$ cat src/rtl/decode_stage_if.sv
// Valid/ready word port between fetch and decode.
// upstream/slave is the consumer side, downstream/master the producer side.
interface skid_buffer_port;
  logic        valid;
  logic [31:0] data;
  logic        ready;

  modport upstream (
    input  valid,
    input  data,
    output ready
  );

  modport downstream (
    output valid,
    output data,
    input  ready
  );

  modport slave (
    input  valid,
    input  data,
    output ready
  );

  modport master (
    output valid,
    output data,
    input  ready
  );
endinterface

$ cat src/rtl/decode_stage.sv
// RV32E decode stage with a 2-entry output skid buffer.
// Optional DECODE_PERF_COUNT_EN adds decoded/illegal output counters.
module decode_stage (
  input  logic                     clock,
  input  logic                     reset,
  skid_buffer_port.upstream        fetch,
  input  logic                     flush,
  output logic                     out_valid,
  input  logic                     out_ready,
  output logic [3:0]               out_op,
  output logic [3:0]               out_rd,
  output logic [3:0]               out_rs1,
  output logic [3:0]               out_rs2,
  output logic [2:0]               out_funct3,
  output logic                     out_funct7b5,
  output logic [31:0]              out_imm,
  output logic                     out_illegal,
`ifdef DECODE_PERF_COUNT_EN
  output logic [31:0]              perf_decoded,
  output logic [31:0]              perf_illegal,
`endif
  output logic [31:0]              out_raw
);

  typedef enum logic [3:0] {
    C_LUI   = 4'd0,
    C_AUIPC = 4'd1,
    C_JAL   = 4'd2,
    C_JALR  = 4'd3,
    C_BR    = 4'd4,
    C_LOAD  = 4'd5,
    C_STORE = 4'd6,
    C_OPIMM = 4'd7,
    C_OP    = 4'd8,
    C_FENCE = 4'd9,
    C_SYS   = 4'd10,
    C_ILL   = 4'd15
  } cls_t;

  typedef struct packed {
    logic [3:0]  op;
    logic [3:0]  rd;
    logic [3:0]  rs1;
    logic [3:0]  rs2;
    logic [2:0]  f3;
    logic        f7b5;
    logic [31:0] imm;
    logic [31:0] raw;
  } dec_t;

  logic [31:0] w_i;
  logic [6:0]  w_opc;
  logic [6:0]  w_f7;
  logic [2:0]  w_f3;
  logic [31:0] w_imm_i;
  logic [31:0] w_imm_s;
  logic [31:0] w_imm_b;
  logic [31:0] w_imm_u;
  logic [31:0] w_imm_j;

  assign w_i   = fetch.data;
  assign w_opc = w_i[6:0];
  assign w_f7  = w_i[31:25];
  assign w_f3  = w_i[14:12];

  assign w_imm_i = {{20{w_i[31]}}, w_i[31:20]};
  assign w_imm_s = {{20{w_i[31]}}, w_i[31:25], w_i[11:7]};
  assign w_imm_b = {{19{w_i[31]}}, w_i[31], w_i[7],
                    w_i[30:25], w_i[11:8], 1'b0};
  assign w_imm_u = {w_i[31:12], 12'b0};
  assign w_imm_j = {{11{w_i[31]}}, w_i[31], w_i[19:12],
                    w_i[20], w_i[30:21], 1'b0};

  logic w_is_lui, w_is_auipc, w_is_jal, w_is_jalr;
  logic w_is_br, w_is_load, w_is_store, w_is_opimm;
  logic w_is_op, w_is_fence, w_is_sys;

  assign w_is_lui   = (w_opc == 7'h37);
  assign w_is_auipc = (w_opc == 7'h17);
  assign w_is_jal   = (w_opc == 7'h6F);
  assign w_is_jalr  = (w_opc == 7'h67);
  assign w_is_br    = (w_opc == 7'h63);
  assign w_is_load  = (w_opc == 7'h03);
  assign w_is_store = (w_opc == 7'h23);
  assign w_is_opimm = (w_opc == 7'h13);
  assign w_is_op    = (w_opc == 7'h33);
  assign w_is_fence = (w_opc == 7'h0F);
  assign w_is_sys   = (w_opc == 7'h73);

  cls_t        w_cls;
  logic [31:0] w_imm;
  logic        w_urd;
  logic        w_urs1;
  logic        w_urs2;

  always_comb begin
    w_cls  = C_ILL;
    w_imm  = '0;
    w_urd  = 1'b0;
    w_urs1 = 1'b0;
    w_urs2 = 1'b0;
    unique case (1'b1)
      w_is_lui: begin
        w_cls = C_LUI;   w_imm = w_imm_u; w_urd = 1'b1;
      end
      w_is_auipc: begin
        w_cls = C_AUIPC; w_imm = w_imm_u; w_urd = 1'b1;
      end
      w_is_jal: begin
        w_cls = C_JAL;   w_imm = w_imm_j; w_urd = 1'b1;
      end
      w_is_jalr: begin
        w_cls = C_JALR;  w_imm = w_imm_i;
        w_urd = 1'b1;    w_urs1 = 1'b1;
      end
      w_is_br: begin
        w_cls = C_BR;    w_imm = w_imm_b;
        w_urs1 = 1'b1;   w_urs2 = 1'b1;
      end
      w_is_load: begin
        w_cls = C_LOAD;  w_imm = w_imm_i;
        w_urd = 1'b1;    w_urs1 = 1'b1;
      end
      w_is_store: begin
        w_cls = C_STORE; w_imm = w_imm_s;
        w_urs1 = 1'b1;   w_urs2 = 1'b1;
      end
      w_is_opimm: begin
        w_cls = C_OPIMM; w_imm = w_imm_i;
        w_urd = 1'b1;    w_urs1 = 1'b1;
      end
      w_is_op: begin
        w_cls = C_OP;    w_imm = w_imm_i;
        w_urd = 1'b1;    w_urs1 = 1'b1; w_urs2 = 1'b1;
      end
      w_is_fence: begin
        w_cls = C_FENCE; w_imm = w_imm_i;
        w_urd = 1'b1;    w_urs1 = 1'b1;
      end
      w_is_sys: begin
        w_cls = C_SYS;   w_imm = w_imm_i;
        w_urd = 1'b1;    w_urs1 = 1'b1;
      end
      default: ;
    endcase
  end

  logic w_bad_reg;
  logic w_bad_op;
  logic w_bad_sh;
  logic w_ill;

  // RV32E has only x0..x15, so bit 4 of any used field is fatal
  assign w_bad_reg = (w_urd  & w_i[11])
                   | (w_urs1 & w_i[19])
                   | (w_urs2 & w_i[24]);

  assign w_bad_op = w_is_op &&
    !((w_f7 == 7'h00) ||
      (w_f7 == 7'h20 && (w_f3 == 3'd0 || w_f3 == 3'd5)));

  assign w_bad_sh = w_is_opimm &&
    ((w_f3 == 3'd1 && w_f7 != 7'h00) ||
     (w_f3 == 3'd5 && w_f7 != 7'h00 && w_f7 != 7'h20));

  assign w_ill = (w_i[1:0] != 2'b11) || (w_cls == C_ILL)
              || w_bad_reg || w_bad_op || w_bad_sh;

  dec_t w_dec;

  always_comb begin
    w_dec      = '0;
    w_dec.op   = w_ill ? C_ILL : w_cls;
    w_dec.f3   = w_f3;
    w_dec.f7b5 = w_i[30];
    w_dec.raw  = w_i;
    if (!w_ill) begin
      w_dec.imm = w_imm;
      w_dec.rd  = w_urd  ? w_i[10:7]  : 4'd0;
      w_dec.rs1 = w_urs1 ? w_i[18:15] : 4'd0;
      w_dec.rs2 = w_urs2 ? w_i[23:20] : 4'd0;
    end
  end

  logic r_main_v;
  logic r_skid_v;
  logic r_ready;
  dec_t r_main;
  dec_t r_skid;

  logic w_acc;
  logic w_drain;

  assign w_acc   = fetch.valid && r_ready;
  assign w_drain = r_main_v && out_ready;

  always_ff @(posedge clock or negedge reset) begin
    if (!reset) begin
      r_main_v <= 1'b0;
      r_skid_v <= 1'b0;
      r_ready  <= 1'b0;
      r_main   <= '0;
      r_skid   <= '0;
    end else if (flush) begin
      r_main_v <= 1'b0;
      r_skid_v <= 1'b0;
      r_ready  <= 1'b1;
    end else if (w_drain && r_skid_v) begin
      r_main   <= r_skid;
      r_skid_v <= 1'b0;
      r_ready  <= 1'b1;
    end else if (w_drain || !r_main_v) begin
      r_main_v <= w_acc;
      if (w_acc) r_main <= w_dec;
      r_ready  <= 1'b1;
    end else if (w_acc) begin
      r_skid   <= w_dec;
      r_skid_v <= 1'b1;
      r_ready  <= 1'b0;
    end else begin
      r_ready  <= !r_skid_v;
    end
  end

  assign fetch.ready  = r_ready;
  assign out_valid    = r_main_v;
  assign out_op       = r_main.op;
  assign out_rd       = r_main.rd;
  assign out_rs1      = r_main.rs1;
  assign out_rs2      = r_main.rs2;
  assign out_funct3   = r_main.f3;
  assign out_funct7b5 = r_main.f7b5;
  assign out_imm      = r_main.imm;
  assign out_raw      = r_main.raw;
  assign out_illegal  = (r_main.op == C_ILL);

`ifdef DECODE_PERF_COUNT_EN
  logic [31:0] r_perf_dec;
  logic [31:0] r_perf_ill;

  always_ff @(posedge clock or negedge reset) begin
    if (!reset) begin
      r_perf_dec <= '0;
      r_perf_ill <= '0;
    end else if (w_drain) begin
      r_perf_dec <= r_perf_dec + 32'd1;
      if (out_illegal) r_perf_ill <= r_perf_ill + 32'd1;
    end
  end

  assign perf_decoded = r_perf_dec;
  assign perf_illegal = r_perf_ill;
`endif

endmodule

$ cat src/flat_wrapper.sv
// flat-port wrapper written by rule: the top's interface ports become plain ports
module decode_stage_flat 
  (clock, reset, flush, out_valid, out_ready, out_op, out_rd, out_rs1, out_rs2, out_funct3, out_funct7b5, out_imm, out_illegal, out_raw, fetch_valid, fetch_data, fetch_ready);
  skid_buffer_port fetch_i ();
  input  logic clock;
  input  logic reset;
  input  logic flush;
  output logic out_valid;
  input  logic out_ready;
  output logic [3:0] out_op;
  output logic [3:0] out_rd;
  output logic [3:0] out_rs1;
  output logic [3:0] out_rs2;
  output logic [2:0] out_funct3;
  output logic out_funct7b5;
  output logic [31:0] out_imm;
  output logic out_illegal;
  output logic [31:0] out_raw;
  input wire logic [$bits(fetch_i.valid)-1:0] fetch_valid;
  input wire logic [$bits(fetch_i.data)-1:0] fetch_data;
  output wire logic [$bits(fetch_i.ready)-1:0] fetch_ready;
  assign fetch_i.valid = fetch_valid;
  assign fetch_i.data = fetch_data;
  assign fetch_ready = fetch_i.ready;
  decode_stage u_core (.clock(clock), .reset(reset), .fetch(fetch_i), .flush(flush), .out_valid(out_valid), .out_ready(out_ready), .out_op(out_op), .out_rd(out_rd), .out_rs1(out_rs1), .out_rs2(out_rs2), .out_funct3(out_funct3), .out_funct7b5(out_funct7b5), .out_imm(out_imm), .out_illegal(out_illegal), .out_raw(out_raw));
endmodule
$ cat config.mk
export PLATFORM = sky130hd
export DESIGN_NAME = decode_stage_flat
export DESIGN_NICKNAME = d
export VERILOG_FILES = /design/src/rtl/decode_stage_if.sv /design/src/rtl/decode_stage.sv /design/src/flat_wrapper.sv
export SDC_FILE = /design/constraint.sdc
export NUM_CORES = 1
export LEC_CHECK = 0
export ABC_CLOCK_PERIOD_IN_PS = 4100
export BUFFER_PORTS_ARGS = -buffer_cell sky130_fd_sc_hd__buf_4
export CORE_MARGIN = 2
export CORE_UTILIZATION = 40
export DETAILED_ROUTE_END_ITERATION = 6
export MAX_ROUTING_LAYER = met4
export PLACE_DENSITY_LB_ADDON = 0.3
export SLEW_MARGIN = 20
export SYNTH_ARGS = -nofsm -noshare
export SYNTH_HDL_FRONTEND = slang
export SYNTH_SLANG_ARGS = --single-unit
$ cat constraint.sdc
create_clock -name clock -period 4.1 [get_ports clock]
set_input_delay 0 -clock clock [delete_from_list [all_inputs] [get_ports clock]]
set_output_delay 0 -clock clock [all_outputs]
set_load 0.02 [all_outputs]
==> flow_metrics.py, run 1 <==
metrics = {
    "critical_path": {
        "crit_family": "buffers and inverters",
        "worst_setup_path_end_kind": "register",
        "critical_path_class": "in2reg",
        "start_kind": "primary input",
        "critical_path.max_fanout": 22,
        "slowest_delay_ps": 550,
        "r2r_slack_ps": 1740,
        "crit_buf_inv": 3,
        "crit_chain": "dlygate4sd3_1 > buf_4 > or4_4 > a2111oi_4 > a2bb2oi_2 > nand3_2 > buf_4 > o31a_1",
        "crit_arrival_ps": 3090,
        "worst_ep_required_time_ps": 4420,
        "slowest_stage": "dlygate4sd3_1",
        "cpMostUsedCell": "buf_4",
    },
    "sta": {
        "finalCritPeriodShare_pct": 67.6,
        "worst_slew_pin_slew_ps": 1060,
        "slew_headroom_pct": 29.3,
        "finalCriticalPeriod_ps": 2770,
        "setup_viol": 0,
        "drv_slew": 0,
        "hold_ws_ps": 24.2,
        "fin_worst_skew_ps": 10.2,
        "hold_violations": 0,
        "setup_tns_ps": 0,
        "clock.fmax_mhz": 361,
        "rsz0062_at_grt": "no",
    },
    "floorplan": {
        "initial_utilization_pct": 41.0,
        "pin_count": 124,
        "rows": 51,
        "die_area_um2": 21200,
        "die_y_um": 146,
        "fp.dieW_um": 146,
        "core_area_um2": 19600,
    },
    "synth": {
        "yosys.cell_count.top_type": "nand2_1",
        "synth_edf_count": 0,
        "synth_top_area_share_pct": 50.8,
        "ys_types": 61,
        "ys_seq_elements": 163,
        "synth_nets": 926,
        "netlist_area_um2": 8030,
        "ys_seq_area_share_pct": 50.8,
        "synth.largest_area_cell": "dfrtp_1",
        "synth_warnings": 0,
        "synthTopCellsByArea": "dfrtp_1 51%, nand2_1 10%, o31ai_1 4.6%, a21oi_1 3.5%, clkbuf_1 3.0%",
        "syn_area_per_cell_um2": 9.03,
        "synth_ff_type": "dfrtp_1",
        "synth_common_cells": "214 x nand2_1, 163 x dfrtp_1, 64 x clkbuf_1, 56 x a21oi_1, 49 x o31ai_1",
        "synthCells": 889,
        "synthArstFlopShare_pct": 100,
    },
    "clock_tree": {
        "h-tree-depth": 4,
        "cts_max_path_buffers": 2,
        "clock-sinks": 163,
        "post_cts_buffers": 0,
        "numCtsBuffers": 17,
        "clkSlewWorstSetupHoldPaths_ps": 70,
        "cts_tree": "yes",
        "clk_latency_ps": 440,
        "cts_root_buf": "clkbuf_16",
        "cts.repair.resized": 0,
    },
    "placement": {
        "gp_congestion": 0.916,
        "port_buffers": 123,
        "dp_hpwl_um": 15100,
    },
    "min_path": {
        "hold_class": "in2reg",
    },
    "pwr": {
        "ir_drop_v": 0.000323,
        "power.leakage_nw": 4.54,
        "powerDensity_nw_per_um2": 427,
    },
    "layout": {
        "multi_input_area_um2": 3530,
        "diodes": 0,
        "final_layout_size_suffix_gt1_share_pct": 18.3,
        "final-seq-area_um2": 4080,
        "area_growth_pct": 25.5,
        "fill_cells": 1785,
        "nets": 1039,
    },
    "global_routing": {
        "grt_pass1_vias": 6718,
        "grt_max_degree": 106,
        "grt_first_pass_wirelength_um": 37500,
        "grt_overflow": 0,
        "grt_usage_pct": 22.8,
        "antenna_found_initial": 0,
    },
    "route": {
        "post-route-drc-count": 0,
        "ant_nets": 0,
        "vias": 7097,
        "drt-initial-drc-count": 615,
        "first_pass_iters": 6,
        "drt_wl_total_um": 23500,
        "viasPerCell": 5.54,
        "wire_per_inst_um": 18.4,
    },
    "run": {
        "maxCapViolations": 0,
    },
    "outcome": {
        "status": "complete, no violations",
    },
}
state kept, by name, indices dropped and copies added (netlist names):
| register | flops |
|---|---|
| u_core.fetch.ready | 1 |
| u_core.out_imm | 32 |
| u_core.out_op | 4 |
| u_core.out_raw | 32 |
| u_core.out_rd | 4 |
| u_core.out_rs1 | 4 |
| u_core.out_rs2 | 4 |
| u_core.out_valid | 1 |
| u_core.r_skid | 80 |
| u_core.r_skid_v | 1 |
cells by family (layout without fill, tap and decap cells):
logic type	count (synthesis)	after routing	synth area share (%)
and+or+nand+nor	362	362	20.7
buffers and inverters	105	231	5.59
DFF	163	163	50.8
xor gates and xnor gates	1	1	0.109
AOI/OAI and AO/OA	258	258	22.8
area by class of cell:
| type | count | share of cell area, % |
|---|---|---|
| Clock inverter | 12 | 1.78 |
| Inverter | 27 | 1.01 |
| Clock buffer | 20 | 4.53 |
| Sequential cell | 163 | 40.5 |
| Tap cell | 265 | 3.29 |
| Timing Repair Buffer | 172 | 13.9 |
| Multi-Input combinational cell | 621 | 35.1 |
final timing paths:
| kind | cells after the start | start | endpoint |
|---|---|---|---|
| max | 8 | fetch_data[28] | u_core.out_op[1]$_DFFE_PN0P_ |
| max reg2reg | 4 | u_core.out_valid$_DFFE_PN0P_ | u_core.out_imm[10]$_DFFE_PN0P_ |
| max in group asynchronous | 3 | reset | u_core.out_imm[26]$_DFFE_PN0P_ |
| min reg2reg | 2 | u_core.r_skid[79]$_DFFE_PN0P_ | u_core.r_skid[79]$_DFFE_PN0P_ |
| min in group asynchronous | 2 | reset | u_core.out_raw[8]$_DFFE_PN0P_ |
| min | 4 | fetch_valid | u_core.fetch.ready$_DFF_PN0_ |
through the flow:
| stage | setup slack, ps | utilization, % | cell area, um^2 | instances | total power [W] |
|---|---|---|---|---|---|
| 2_1_floorplan | 2000 | - | 8030 | 889 | 0.00229 |
| 3_3_place_gp | 1520 | 46.4 | 9080 | 1212 | 0.00257 |
| 3_5_place_dp | 1480 | 46.4 | 9080 | 1212 | 0.00259 |
| 4_1_cts | 1360 | 51.4 | 10100 | 1280 | 0.00433 |
| 5_1_grt | 1230 | 51.4 | 10100 | 1280 | 0.00449 |
| 6_report | 1330 | 51.4 | 10100 | 1280 | 0.00430 |
worst min-delay path, stage by stage:
cell,delay (ps)
buf_4,80
nand2_1,120
inv_1,130
o21ai_0,80
timing repair:
action,in CTS,in global routing
hold buffers,36,0
setup endpoints to repair,0,0
hold endpoints to repair,176,0
per-layer routing:
metal	global-route usage [%]	wire length (um)
met3	4.08	1590
met4	6.91	451
met5	-	0
met2	34.1	10700
met1	31.9	10700
report_power, final:
| part | total, W | switching [W] | internal, W |
|---|---|---|---|
| combinational | 0.000693 | 0.000422 | 0.000271 |
| clock | 0.00172 | 0.000664 | 0.00105 |
| sequential | 0.00190 | 0.000101 | 0.00179 |
layout by cell type (no fill, tap or decap), types with 4 or more instances in the layout:
cell type and n:
inv_1 27, clkbuf_16 17, and2_1 7, o211ai_1 4, o31ai_1 49, nor3_1 24
and3b_1 5, a32o_1 14, o32a_1 4, nand4_1 6, a21o_1 20, a31oi_1 33
o21ai_0 22, nand2_1 213, o32ai_1 22, nor2_1 40, dlygate4sd3_1 36, buf_4 134
bufinv_16 4, a21oi_1 56, nand2b_1 4, nand3_1 8, dfrtp_1 163, and3_1 26
a21boi_0 5, o21a_1 4
No activity file was read; power rests on OpenSTA's default activity.
==> run 2: changes to the inputs <==
ABC_CLOCK_PERIOD_IN_PS = 2300   (was 4100)
clock period = 2.3 ns   (was 4.1 ns; I/O delays follow)
==> run 2 against run 1 <==
Clock skew down 3.3 ps. First-iteration DRC count up 5.2%. Largest cell class unchanged. Clock power up 92%. Total power up 85%. Critical path type unchanged. Largest power group unchanged. Routed wire length up 2.2%.
==> flow_metrics.py, run 2 (synthesized netlist as in run 1, its figures left out) <==
metrics = {
    "route": {
        "first_pass_iters": 5,
        "wire_per_inst_um": 18.5,
        "drt-initial-drc-count": 647,
        "post-route-drc-count": 0,
        "ant_nets": 0,
        "drt_wl_total_um": 24000,
        "viasPerCell": 5.58,
        "vias": 7235,
    },
    "pwr": {
        "switchingPower_w": 0.00215,
        "sequentialPowerShare_pct": 42.4,
        "ir_drop_v": 0.000563,
        "power.leakage_nw": 4.70,
        "switching_share_pct": 27.0,
        "pwr-share-comb_pct": 16.1,
        "clkPwrFrac_pct": 41.5,
        "powerDensity_nw_per_um2": 766,
        "internal_power_w": 0.00581,
    },
    "min_path": {
        "min_to": "u_core.fetch.ready$_DFF_PN0_",
        "hold_start": "fetch_valid",
        "hold_class": "in2reg",
        "min_path_cells": 4,
    },
    "layout": {
        "post-route-util_pct": 53.0,
        "final_layout_size_suffix_gt1_share_pct": 19.7,
        "diodes": 0,
        "mostFrequentLayoutCells": "213 x nand2_1, 163 x dfrtp_1, 142 x buf_4",
        "final_common_cell": "nand2_1",
        "area_growth_pct": 29.3,
        "top_register": "u_core.r_skid",
        "largest_reg_flops": 80,
        "nets": 1056,
    },
    "sta": {
        "slew_headroom_pct": 49.4,
        "worst_slew_pin_slew_ps": 755,
        "fin_worst_skew_ps": 6.87,
        "rsz0062_at_grt": "no",
        "finalCritPeriodShare_pct": 93.2,
        "finalCriticalPeriod_ps": 2140,
        "hold_violations": 0,
        "setup_tns_ps": 0,
        "drv_slew": 0,
        "setup_viol": 0,
        "clock.fmax_mhz": 467,
    },
    "floorplan": {
        "fp.dieW_um": 146,
        "rows": 51,
        "core_area_um2": 19600,
        "die_y_um": 146,
        "die_area_um2": 21200,
        "pin_count": 124,
        "initial_utilization_pct": 41.0,
    },
    "clock_tree": {
        "h-tree-depth": 4,
        "cts_root_buf": "clkbuf_16",
        "cts_max_path_buffers": 2,
        "clock-sinks": 163,
        "cts_tree": "yes",
        "post_cts_buffers": 0,
        "clkSlewWorstSetupHoldPaths_ps": 60,
        "numCtsBuffers": 17,
        "clk_latency_ps": 430,
    },
    "placement": {
        "port_buffers": 123,
        "dp_hpwl_um": 15500,
        "gp_congestion": 0.955,
    },
    "critical_path": {
        "r2r_slack_ps": 440,
        "crit_path_start": "fetch_data[28]",
        "rr_worst_depth": 6,
        "start_kind": "primary input",
        "crit_arrival_ps": 2460,
        "worst_setup_path_end_kind": "register",
        "r2r-end": "u_core.out_op[2]$_DFFE_PN0P_",
        "critical_path_class": "in2reg",
        "critical_path.max_fanout": 24,
        "r2r_start": "u_core.out_valid$_DFFE_PN0P_",
        "worst_ep_required_time_ps": 2610,
    },
    "global_routing": {
        "grt_pass1_vias": 6910,
        "grt_overflow": 0,
        "antenna_found_initial": 0,
        "grt_first_pass_wirelength_um": 39100,
        "grt_usage_pct": 23.8,
        "grt_max_degree": 73,
    },
    "run": {
        "maxCapViolations": 0,
    },
    "outcome": {
        "status": "complete, no violations",
    },
}
[run 2: worst max path at each step]
stage                                               end  slack [ps]  depth (start not counted)
after global placement    u_core.out_imm[6]$_DFFE_PN0P_         200                          6
after detailed placement  u_core.out_rs1[2]$_DFFE_PN0P_         150                          6
after global routing      u_core.r_skid[82]$_DFFE_PN0P_          20                          7
after floorplan           u_core.r_skid[37]$_DFFE_PN0P_         200                          7
final                     u_core.r_skid[82]$_DFFE_PN0P_         160                          8
after CTS                 u_core.out_imm[5]$_DFFE_PN0P_          30                          7
[run 2: layout make-up]
class / instances / area, um^2
Clock buffer: 20 / 457
Clock inverter: 12 / 226
Fill cell: 1795 / 9210
Inverter: 27 / 101
Multi-Input combinational cell: 621 / 3550
Sequential cell: 163 / 4080
Tap cell: 265 / 332
Timing Repair Buffer: 189 / 1640
[run 2: routing by layer]
metal	wire [um]	vias up	global-route usage, %
li1	-	3429	-
met3	1610	35	4.61
met4	545	0	7.55
met1	10900	3479	33.3
met5	0	-	-
met2	11000	292	34.9
[run 2: stage by stage]
step           cells  area (um^2)  hold WS [ps]  setup WS (ps)  power, W
3_5_place_dp    1229         9320          74.4            152   0.00465
2_1_floorplan    889         8030          -296            201   0.00409
5_1_grt         1297        10400          48.0           18.5   0.00832
3_3_place_gp    1229         9320          76.8            203   0.00462
4_1_cts         1297        10400          8.69           30.2   0.00801
6_report        1297        10400          22.6            157   0.00796
[run 2: power groups by stage]
stage	Clock, W	Sequential [W]	Combinational (W)
3_3_place_gp	0	0.00341	0.00121
3_5_place_dp	0	0.00342	0.00123
6_report	0.00330	0.00338	0.00128
5_1_grt	0.00350	0.00341	0.00141
4_1_cts	0.00336	0.00337	0.00128
2_1_floorplan	0	0.00353	0.000560
[run 2: critical path, stage by stage]
cell           delay [ps]
dlygate4sd3_1         540
buf_4                 140
or4_4                 570
nor3_1                230
a211o_1               300
nand2_1               140
buf_12                180
o32a_1                350
[run 2: repair_timing]
item                                    4_1_cts  5_1_grt
hold buffers                                 36        0
endpoints found under the setup margin        0        9
gates resized for setup                       0        2
endpoints found under the hold margin       172        0
==> run 3: changes to the inputs <==
CORE_UTILIZATION = 45   (was 40)
RECOVER_POWER = 25   (was not set)
REMOVE_ABC_BUFFERS = 1   (was not set)
==> run 3 against run 2 <==
The flow now finishes with violations (max-capacitance violations, max-slew violations). Die area down 11%. Critical endpoint is now u_core.r_skid[47]$_DFFE_PN0P_. Worst hold slack better by 18 ps. Core utilization up 5.6 points. Sequential share of layout area up 0.83 points. Critical path type unchanged. Register-to-register slack worse by 110 ps.
==> flow_metrics.py, run 3 (synthesized netlist as in run 1, its figures left out) <==
metrics = {
    "critical_path": {
        "crit_chain": "dlygate4sd3_1 > buf_4 > or2_2 > o32ai_1 > o21ai_1 > a21o_1 > o32ai_1",
        "r2r_start": "u_core.out_valid$_DFFE_PN0P_",
        "crit_arrival_ps": 2560,
        "worst_setup_path_end_kind": "register",
        "crit_family": "compound AO/OA/AOI/OAI gates",
        "start_kind": "primary input",
        "critical_path_class": "in2reg",
        "worst_ep_required_time_ps": 2630,
        "r2r_slack_ps": 330,
        "critical_path.max_fanout": 21,
        "crit_buf_inv": 2,
        "cpMostUsedCell": "o32ai_1",
        "slowest_delay_ps": 550,
        "rr_worst_depth": 5,
        "slowest_stage": "dlygate4sd3_1",
        "r2r-end": "u_core.r_skid[82]$_DFFE_PN0P_",
    },
    "global_routing": {
        "use_met1_pct": 35.1,
        "grt_max_degree": 84,
        "grt_first_pass_wirelength_um": 36700,
        "grtUsageMet3_pct": 4.60,
        "grt_pass1_vias": 6939,
        "grt_overflow": 0,
        "antenna_found_initial": 0,
        "globalRouteMet2Util_pct": 39.6,
        "grt_usage_pct": 25.7,
        "busiest_layer": "met2",
    },
    "route": {
        "post-route-drc-count": 0,
        "viasPerCell": 5.85,
        "wire_per_inst_um": 18.4,
        "first_pass_iters": 5,
        "ant_nets": 0,
        "vias": 7352,
        "drt_wl_total_um": 23100,
        "drt-initial-drc-count": 615,
    },
    "outcome": {
        "status": "finished with violations",
        "violations": "max-capacitance violations, max-slew violations",
    },
    "sta": {
        "setup_tns_ps": 0,
        "setup_viol": 0,
        "rsz0062_at_grt": "no",
        "fin_worst_skew_ps": 8.11,
        "worst_slew_pin_slew_ps": 1660,
        "drv_slew": 60,
        "slew_headroom_pct": -10.4,
        "finalCriticalPeriod_ps": 2230,
        "finalCritPeriodShare_pct": 96.8,
        "timing.final.ws_setup_ps": 74.1,
        "clock.fmax_mhz": 449,
        "hold_violations": 0,
    },
    "layout": {
        "final_common_cell": "nand2_1",
        "fill_cells": 1549,
        "largest_reg_flops": 80,
        "fin_area_um2": 10200,
        "layout.cells.non_filler": 1256,
        "post-route-util_pct": 58.6,
        "multi_input_area_um2": 3550,
        "nets": 1056,
        "final-seq-area_um2": 4080,
        "mostFrequentLayoutCells": "212 x nand2_1, 163 x dfrtp_1, 145 x buf_4",
        "top_register": "u_core.r_skid",
        "final_layout_size_suffix_gt1_share_pct": 19.8,
        "area_growth_pct": 26.6,
        "diodes": 0,
    },
    "placement": {
        "dp_hpwl_um": 14800,
        "gp_congestion": 0.942,
        "placed_area_um2": 9230,
        "port_buffers": 123,
        "preCtsSetupSlack_ps": 131,
        "dp.cells": 1189,
    },
    "floorplan": {
        "initial_utilization_pct": 46.3,
        "pin_count": 124,
        "core_area_um2": 17400,
        "die_y_um": 138,
        "fp.dieW_um": 138,
        "rows": 48,
        "die_area_um2": 18900,
    },
    "clock_tree": {
        "clock-sinks": 163,
        "clk_latency_ps": 440,
        "numCtsBuffers": 17,
        "cts_tree": "yes",
        "h-tree-depth": 4,
        "cts_max_path_buffers": 2,
        "clkSlewWorstSetupHoldPaths_ps": 70,
        "post_cts_buffers": 0,
        "cts_root_buf": "clkbuf_16",
    },
    "pwr": {
        "power.leakage_nw": 4.62,
        "powerDensity_nw_per_um2": 729,
        "ir_drop_v": 0.000605,
    },
    "min_path": {
        "min_path_cells": 4,
        "min_to": "u_core.fetch.ready$_DFF_PN0_",
        "hold_start": "fetch_valid",
        "hold_class": "in2reg",
    },
    "run": {
        "maxCapViolations": 1,
    },
}
==> run 3: changes by cell type in the layout (fill, tap and decap cells not counted), moves of 2 or more <==
cell,delta
buf_4,+3
clkbuf_8,-2
bufinv_16,-4
buf_12,-3
clkinvlp_4,+2
clkinv_2,+3
==> run 3: tightest hold or removal path, stage by stage <==
cell and delay (ps):
buf_4 80, nand2_1 130, inv_1 140, o21ai_0 80
==> run 3: per-stage QoR <==
step	power, W	hold slack [ps]
after floorplan	0.00404	-296
after global placement	0.00459	21.1
after detailed placement	0.00463	31.0
after CTS	0.00744	20.8
after global routing	0.00772	73.3
final	0.00742	41.1
==> run 3: how the worst max path moves through the flow <==
stage / cells past startpoint / slack (ps) / end / start
after global placement: 7 / 180 / u_core.out_op[0]$_DFFE_PN0P_ / fetch_data[28]
after floorplan: 4 / -6820 / u_core.out_op[0]$_DFFE_PN0P_ / u_core.out_valid$_DFFE_PN0P_
final: 7 / 70 / u_core.r_skid[47]$_DFFE_PN0P_ / fetch_data[6]
after CTS: 7 / 30 / u_core.out_rs1[2]$_DFFE_PN0P_ / fetch_data[28]
after global routing: 9 / 10 / u_core.out_op[1]$_DFFE_PN0P_ / fetch_data[28]
after detailed placement: 7 / 130 / u_core.out_op[1]$_DFFE_PN0P_ / fetch_data[28]
==> run 3: area by class of cell <==
| class | count | area share (%) |
|---|---|---|
| clock inverters | 13 | 1.34 |
| multi-input cells | 621 | 34.9 |
| well taps | 225 | 2.77 |
| inverters | 27 | 0.997 |
| repair buffers | 189 | 15.7 |
| flip-flops and latches | 163 | 40.1 |
| clock buffers | 18 | 4.22 |
==> run 3: what timing repair did <==
| item | in CTS | in global routing |
|---|---|---|
| endpoints found under the hold margin | 167 | 0 |
| endpoints found under the setup margin | 0 | 41 |
| gates resized for setup | 0 | 3 |
| hold buffers | 36 | 0 |
==> run 3: power by group <==
group	switching (W)	total [W]	leakage, nW	internal, W
logic	0.000757	0.00126	2.27	0.000504
registers	0.000175	0.00337	2.09	0.00320
clock network	0.00119	0.00278	0.268	0.00159
total	0.00213	0.00742	4.62	0.00529
==> run 3: routing by layer <==
metal / up-vias / part of all wire (%)
met2: 259 / 47
met5: - / 0
li1: 3420 / -
met3: 38 / 5.8
met1: 3635 / 46
met4: 0 / 1.8
